File: src/rtl/io_port_pkg.sv
// io_port_pkg: shared constants and interrupt FSM state type for the IO port controller
package io_port_pkg;
  localparam int IO_DATA_W  = 8;
  localparam int IO_DEPTH   = 4;
  localparam int IO_INT_LEN = 2;
  typedef enum logic [1:0] {IDLE, PULSE, WAIT_EMPTY} int_state_t;
endpackage

File: src/rtl/io_fifo.sv
// io_fifo: show-ahead circular FIFO with registered count and full/empty flags
module io_fifo import io_port_pkg::*; #(
  parameter int DATA_W = IO_DATA_W,
  parameter int DEPTH  = IO_DEPTH
) (
  input  logic                     clk,
  input  logic                     rst,
  input  logic                     push,
  input  logic                     pop,
  input  logic [DATA_W-1:0]        din,
  output logic [DATA_W-1:0]        head,
  output logic [$clog2(DEPTH):0]   count,
  output logic                     full,
  output logic                     empty
);
  localparam int AW = $clog2(DEPTH);
  logic [DATA_W-1:0] r_mem [DEPTH];
  logic [AW-1:0] r_wp, r_rp;
  logic [AW:0] r_cnt, w_cnt_nx;
  logic r_full, r_empty;
  assign w_cnt_nx = r_cnt + (AW+1)'(push) - (AW+1)'(pop);
  always_ff @(posedge clk) begin
    if (push) r_mem[r_wp] <= din;
  end
  always_ff @(posedge clk or negedge rst) begin
    if (!rst) begin
      r_wp    <= '0;
      r_rp    <= '0;
      r_cnt   <= '0;
      r_full  <= 1'b0;
      r_empty <= 1'b1;
    end else begin
      if (push) r_wp <= r_wp + 1'b1;
      if (pop) r_rp <= r_rp + 1'b1;
      r_cnt   <= w_cnt_nx;
      r_full  <= w_cnt_nx == (AW+1)'(DEPTH);
      r_empty <= w_cnt_nx == '0;
    end
  end
  assign head  = r_empty ? '0 : r_mem[r_rp];
  assign count = r_cnt;
  assign full  = r_full;
  assign empty = r_empty;
endmodule

File: src/rtl/io_port_ctrl.sv
// io_port_ctrl: buffered OUT/IN port peripheral with RX-arrival interrupt
module io_port_ctrl import io_port_pkg::*; #(
  parameter int DATA_W  = IO_DATA_W,
  parameter int DEPTH   = IO_DEPTH,
  parameter int INT_LEN = IO_INT_LEN
) (
  input  logic                   clk,
  input  logic                   rst,
  input  logic [DATA_W-1:0]      cpu_out_data,
  input  logic                   cpu_out_we,
  output logic [DATA_W-1:0]      cpu_in_data,
  input  logic                   cpu_in_re,
  output logic                   cpu_int,
  input  logic [DATA_W-1:0]      ext_rx_data,
  input  logic                   ext_rx_valid,
  output logic                   ext_rx_ready,
  output logic [DATA_W-1:0]      ext_tx_data,
  output logic                   ext_tx_valid,
  input  logic                   ext_tx_ready,
  output logic [$clog2(DEPTH):0] rx_count,
  output logic [$clog2(DEPTH):0] tx_count,
  output logic                   tx_ovf,
  output logic                   rx_udf
);
  localparam int PW = $clog2(INT_LEN + 1);
  logic w_tx_full, w_tx_empty, w_rx_full, w_rx_empty;
  logic w_tx_push, w_tx_pop, w_rx_push, w_rx_pop;
  logic r_tx_ovf, r_rx_udf, r_int;
  logic [PW-1:0] r_pcnt;
  int_state_t r_state;
  assign w_tx_push = cpu_out_we & ~w_tx_full;
  assign w_tx_pop  = ~w_tx_empty & ext_tx_ready;
  assign w_rx_push = ext_rx_valid & ~w_rx_full;
  assign w_rx_pop  = cpu_in_re & ~w_rx_empty;
  io_fifo #(.DATA_W(DATA_W), .DEPTH(DEPTH)) u_tx (
    .clk(clk), .rst(rst), .push(w_tx_push), .pop(w_tx_pop), .din(cpu_out_data),
    .head(ext_tx_data), .count(tx_count), .full(w_tx_full), .empty(w_tx_empty)
  );
  io_fifo #(.DATA_W(DATA_W), .DEPTH(DEPTH)) u_rx (
    .clk(clk), .rst(rst), .push(w_rx_push), .pop(w_rx_pop), .din(ext_rx_data),
    .head(cpu_in_data), .count(rx_count), .full(w_rx_full), .empty(w_rx_empty)
  );
  always_ff @(posedge clk or negedge rst) begin
    if (!rst) begin
      r_tx_ovf <= 1'b0;
      r_rx_udf <= 1'b0;
    end else begin
      r_tx_ovf <= r_tx_ovf | (cpu_out_we & w_tx_full);
      r_rx_udf <= r_rx_udf | (cpu_in_re & w_rx_empty);
    end
  end
  // one pulse per empty-to-non-empty burst; re-arms only once RX is seen empty
  always_ff @(posedge clk or negedge rst) begin
    if (!rst) begin
      r_state <= IDLE;
      r_pcnt  <= '0;
      r_int   <= 1'b0;
    end else begin
      case (r_state)
        IDLE: if (w_rx_empty && w_rx_push) begin
          r_state <= PULSE;
          r_pcnt  <= PW'(INT_LEN - 1);
          r_int   <= 1'b1;
        end
        PULSE: if (r_pcnt == '0) begin
          r_state <= WAIT_EMPTY;
          r_int   <= 1'b0;
        end else r_pcnt <= r_pcnt - 1'b1;
        WAIT_EMPTY: if (w_rx_empty) r_state <= IDLE;
        default: r_state <= IDLE;
      endcase
    end
  end
  assign ext_tx_valid = ~w_tx_empty;
  assign ext_rx_ready = ~w_rx_full;
  assign cpu_int      = r_int;
  assign tx_ovf       = r_tx_ovf;
  assign rx_udf       = r_rx_udf;
endmodule

File: config.mk
export PLATFORM = sky130hd
export DESIGN_NAME = io_port_ctrl
export DESIGN_NICKNAME = d
export VERILOG_FILES = /design/src/rtl/io_port_pkg.sv /design/src/rtl/io_fifo.sv /design/src/rtl/io_port_ctrl.sv
export SDC_FILE = /design/constraint.sdc
export NUM_CORES = 1
export LEC_CHECK = 0
export BUFFER_PORTS_ARGS = -buffer_cell sky130_fd_sc_hd__clkbuf_2
export CORE_UTILIZATION = 57
export DETAILED_ROUTE_END_ITERATION = 12
export HOLD_SLACK_MARGIN = 0.1
export PLACE_DENSITY = 0.91
export REMOVE_ABC_BUFFERS = 1
export SKIP_LAST_GASP = 1
export SLEW_MARGIN = 20
export SYNTH_ARGS = -nofsm -noshare
export SYNTH_HDL_FRONTEND = slang
export SYNTH_HIERARCHICAL = 1
export SYNTH_SLANG_ARGS = --single-unit
File: constraint.sdc
create_clock -name clk -period 2.65 [get_ports clk]
set_clock_uncertainty 0.15 [all_clocks]
set_input_delay 0.1325 -clock clk [delete_from_list [all_inputs] [get_ports clk]]
set_output_delay 0.1325 -clock clk [all_outputs]
set_load 0.005 [all_outputs]
* Yosys cells after proc, flatten, opt, wreduce, memory -nomap -nowiden *
Memories as Yosys holds them, arrays and structs flattened.
Index checks and enable logic that the tools add are counted.

word-level totals
  register bits after elaboration = 25
  memory bits (writable) = 64
  input bits = 22
  output and inout bits = 27
  logic and storage cells = 70
  memories kept = 2

memories
  name        words  bits a word  rd ports  clocked after memory_dff  write ports  line           RTL
  u_rx.r_mem  4      8            1         0                         1            io_fifo.sv:17  logic [DATA_W-1:0] r_mem [DEPTH];
  u_tx.r_mem  4      8            1         0                         1            io_fifo.sv:17

operators by class
  $add $sub $neg = 9
  eq/ne operators = 8
  mux-type cells = 15
  bitwise operators = 12
  reductions and logical operators = 9

operator list
  cell                                                                count
  8-bit two-way mux                                                   2
  3-bit AND reduction                                                 3
  2-bit by 1-bit adder with 2-bit output, second input constant       4
  2-bit two-way mux                                                   4
  3-bit by 1-bit adder with 3-bit output                              2
  1-bit AND                                                           6
  3-bit == test, second input constant                                2
  3-bit logical NOT                                                   2
  1-bit two-way mux                                                   6
  2-bit != test, second input constant                                3
  2-bit case mux with 3 select lines                                  1
  3-bit by 1-bit subtractor with 3-bit output                         2
  2-bit logical NOT                                                   2
  1-bit inverter                                                      4
  2-bit case mux with 2 select lines                                  1
  2-bit by 1-bit == test with 1-bit output, second input constant     1
  2-bit == test, second input constant                                1
  2-bit by 1-bit != test with 1-bit output, second input constant     1
  1-bit bitwise OR                                                    2
  1-bit case mux with 2 select lines                                  1
  2-bit nonzero test                                                  1
  2-bit by 1-bit subtractor with 2-bit output, second input constant  1
  1-bit logical AND                                                   1

* Longest topological paths before layout *
  depth in word-level cells = 5
  mapped depth = 8
  mapped depth without buffers = 8

* Cells and area by module *
Netlist, hierarchy kept.

modules (own cells, without submodules)
  module        instances  cells each  area an instance (µm²)  sequential area each (µm²)
  io_fifo       2          97          1681.6                  1187.4
  io_port_ctrl  1          35          366.6                   175.2

* Least setup slack after synthesis *
No wires, ideal clock.

  kind = register to register
  start = register u_rx.r_empty, in the netlist u_rx/empty
  end = register u_rx.r_full, in the netlist u_rx/full
  setup time = 0.121 ns
  arrival time = 1.995 ns
  data required time = 2.379 ns
  setup slack = 0.384 ns
  cell stages (with the launch flop) = 9
  path buffers = 0
  period minus slack after synthesis = 2.266 ns
  cells stage by stage = dfstp_2 > and2b_1 > ha_1 > inv_1 > ha_1 > inv_1 > fa_1 > xor3_2 > nor3b_2

on the way
  cells in the longest elaborated chain, start to end = 4

RTL lines
  what                                         line                RTL
  from (decl)                                  io_fifo.sv:20       logic r_full, r_empty;
  from (signal assigned)                       io_fifo.sv:31       r_empty <= 1'b1;
  from (signal assigned)                       io_fifo.sv:37       r_empty <= w_cnt_nx == '0;
  1-bit inverter                               io_port_ctrl.sv:34  assign w_rx_pop = cpu_in_re & ~w_rx_empty;
  1-bit AND                                    io_port_ctrl.sv:34
  net w_rx_pop                                 io_port_ctrl.sv:27  logic w_tx_push, w_tx_pop, w_rx_push, w_rx_pop;
  3-bit by 1-bit subtractor with 3-bit output  io_fifo.sv:21       assign w_cnt_nx = r_cnt + (AW+1)'(push) - (AW+1)'(pop);
  net u_rx.w_cnt_nx[2]                         io_fifo.sv:19       logic [AW:0] r_cnt, w_cnt_nx;
  3-bit == test                                io_fifo.sv:36       r_full <= w_cnt_nx == (AW+1)'(DEPTH);
  to (signal assigned)                         io_fifo.sv:36
  to (decl)                                    io_fifo.sv:20

The timed path passes the listed nets, and every way through them passes these cells.
A chain may end at the register's enable or synchronous reset.

* Final worst setup path *
Ends and elaborated chain as after synthesis.

==> flow_summary.yaml <==
sta:
  hold_viol_final: 0
  whs_ns: 0.183
  max_freq_mhz: 413
  rsz0062_at_grt: "no"
  tightest_slew_ns: 0.880
  fin_ws_ns: 0.227
  min_period_over_period: 0.914
  tns_ns: 0
  min_period_ns: 2.42
  max_slew_margin: 0.413
  setup_viol: 0
  slew_viol_final: 0
logic_synthesis:
  netlist_instances: 229
  ys_seq_elements: 89
  ys_types: 33
  synth-warning-count: 6
  synth_edf_count: 64
  synthArstFlopShare: 0.281
  synth_area_leaders: "edfxtp_1, dfrtp_1, mux2i_1, ha_1, o22ai_1"
  postSynthAreaPerCell_sq_um: 16.3
  yosysSeqAreaShare: 0.684
  yosysTopAreaCellShare: 0.515
  yosys.area.top_type: "edfxtp_1"
  syn_area_sq_um: 3730
  synth_ff_type: "edfxtp_1"
place:
  portBuffers: 48
  dpl_worst_slack_ns: 0.274
  finalWeightedCongestion: 0.697
  place_area_sq_um: 4010
  hpwl_mm: 3.99
global_routing:
  grt_use_total: 0.200
  antenna_found_initial: 0
  grt_max_degree: 26
  grt_first_pass_wirelength_mm: 10.4
  grt_overflow: 0
  grt_pass1_vias: 2154
power:
  p_int_w: 0.00313
  p_per_area_nw_per_um2: 1070
  pwr-share-comb: 0.360
  p_leak_nw: 1.84
  p_clk_frac: 0.191
  swShare: 0.334
  switching_power_w: 0.00157
  peakVddDrop_v: 0.000669
  share_seq_of_total_power: 0.450
critical_path:
  cp-start-kind: "flop"
  r2r_slack_ns: 0.23
  crit_fanout: 6
  cp-end-kind: "flop"
  rr_worst_depth: 8
  r2r-end: "u_rx/full"
  reg2reg_from: "u_rx/empty"
  path_class: "reg2reg"
  worstPathRequired_ns: 2.73
  crit_arrival_ns: 2.50
route:
  drc_errors: 0
  postRouteAntennaNets: 0
  wl_per_cell_um: 16.2
  wl_met3_um: 246
  drt_wl_total_mm: 6.27
  viasPerCell: 5.24
  drtIter0Drc: 168
  wl_met2_mm: 3.30
  top_layer: "met4"
  dr.pass1.iters: 5
  met1_length_mm: 2.67
  num_vias: 2023
finish:
  regArea_sq_um: 2550
  final_area_sq_um: 4410
  drive_gt1_frac: 0.246
  nNetsFinal: 341
  fin_util: 0.695
  syn_to_final_growth_pct: 18.3
  fill_cells: 394
  antenna_cells: 0
  multi_input_area_sq_um: 1030
cts:
  clock_latency_ns: 0.34
  cts_buffer_depth: 2
  cts_setup_buffers: 0
  numClockSinks: 89
  cts_buffers: 9
  ctsHoldBuffers: 21
  cts_tree: "yes"
  clk_pin_slew_worst_paths_ns: 0.09
  cts_root_buf: "clkbuf_8"
  cts_max_level: 3
  ctsResizeCount: 0
die:
  coreArea_sq_um: 6350
  initial_utilization: 0.587
  die_h_um: 82.9
  die-area_sq_um: 6870
  rows: 29
  num_io_pins: 49
  die_x_um: 82.9
job:
  maxCapViolCount: 0
min_path:
  hp-class: "in2async"
outcome:
  status: "finished clean"
## per-stage QoR
stage,total power [W],instances
2_1_floorplan,0.00321,221
3_3_place_gp,0.00371,349
3_5_place_dp,0.00380,349
4_1_cts,0.00473,386
5_1_grt,0.00502,386
6_report,0.00471,386
## metal layers
layer | up-vias | GRT usage
met2 | 50 | 0.333
met3 | 6 | 0.0477
met4 | 0 | 0.0909
met1 | 980 | 0.250
li1 | 987 | -
met5 | - | 0
## flip-flops by register name, summed over array words and instances (netlist names), 3 cells and up
signal / cells
u_rx/count: 3
u_rx/r_mem: 32
u_tx/count: 3
u_tx/r_mem: 32
## worst max-delay path, cell delays in order (launching register included)
cell	delay [ns]
dfstp_2	0.57
and2b_1	0.22
ha_1	0.30
inv_1	0.07
ha_1	0.14
inv_1	0.05
fa_1	0.37
xor3_2	0.27
nor3b_2	0.17
## worst max path at each step
stage                     from        end  slack [ns]  depth (start not counted)
floorplan           u_rx/empty  u_rx/full        0.38                          8
detailed placement  u_rx/empty  u_rx/full        0.27                          8
global route        u_rx/empty  u_rx/full        0.13                          8
global placement    u_rx/empty  u_rx/full        0.34                          8
CTS                 u_rx/empty  u_rx/full        0.26                          8
finish              u_rx/empty  u_rx/full        0.23                          8
## Yosys cell counts, types with 3 or more instances
master     n
buf_2      4
o21ai_0    4
o22ai_1   16
and2_1     8
xor2_1     4
nand2_1    4
mux2i_1   33
ha_1      13
edfxtp_1  64
nor2b_1    3
inv_1     18
nor2_1     3
dfrtp_1   23
## cells by family (layout without fill, tap and decap cells)
family                     after synthesis  after routing  share of synthesized area
xor gates and xnor gates                 8              8                     0.0275
DFF                                     89             89                      0.684
adders and majority gates               15             15                     0.0543
muxes                                   34             34                     0.0916
AOI/OAI and AO/OA                       26             26                     0.0439
and+or+nand+nor                         31             31                     0.0587
buffers and inverters                   26            106                     0.0403
## cell usage in the layout, fill, tap and decap left out, types with 4 or more instances in the layout
cell | netlist | routed
clkbuf_2 | 0 | 48
dlygate4sd3_1 | 0 | 21
edfxtp_1 | 64 | 64
o21ai_0 | 4 | 4
inv_1 | 18 | 18
and2_1 | 8 | 8
clkbuf_8 | 0 | 9
nand2_1 | 4 | 4
ha_1 | 13 | 13
mux2i_1 | 33 | 33
xor2_1 | 4 | 4
dfrtp_1 | 23 | 23
o22ai_1 | 16 | 16
## layout make-up
cell class / instances / area share
tap: 77 / 0.0218
sequential: 89 / 0.578
multi-input combinational: 114 / 0.233
inverter: 18 / 0.0153
clock buffer: 10 / 0.0289
clock inverter: 6 / 0.0153
timing repair buffer: 72 / 0.107
## power groups by stage
stage / registers, W / logic (W) / clock network [W]
final: 0.00212 / 0.00169 / 0.000897
after CTS: 0.00212 / 0.00169 / 0.000923
after global routing: 0.00215 / 0.00187 / 0.000996
after floorplan: 0.00214 / 0.00107 / 0
after detailed placement: 0.00215 / 0.00166 / 0
after global placement: 0.00212 / 0.00159 / 0
No activity file was read; power rests on OpenSTA's default activity.
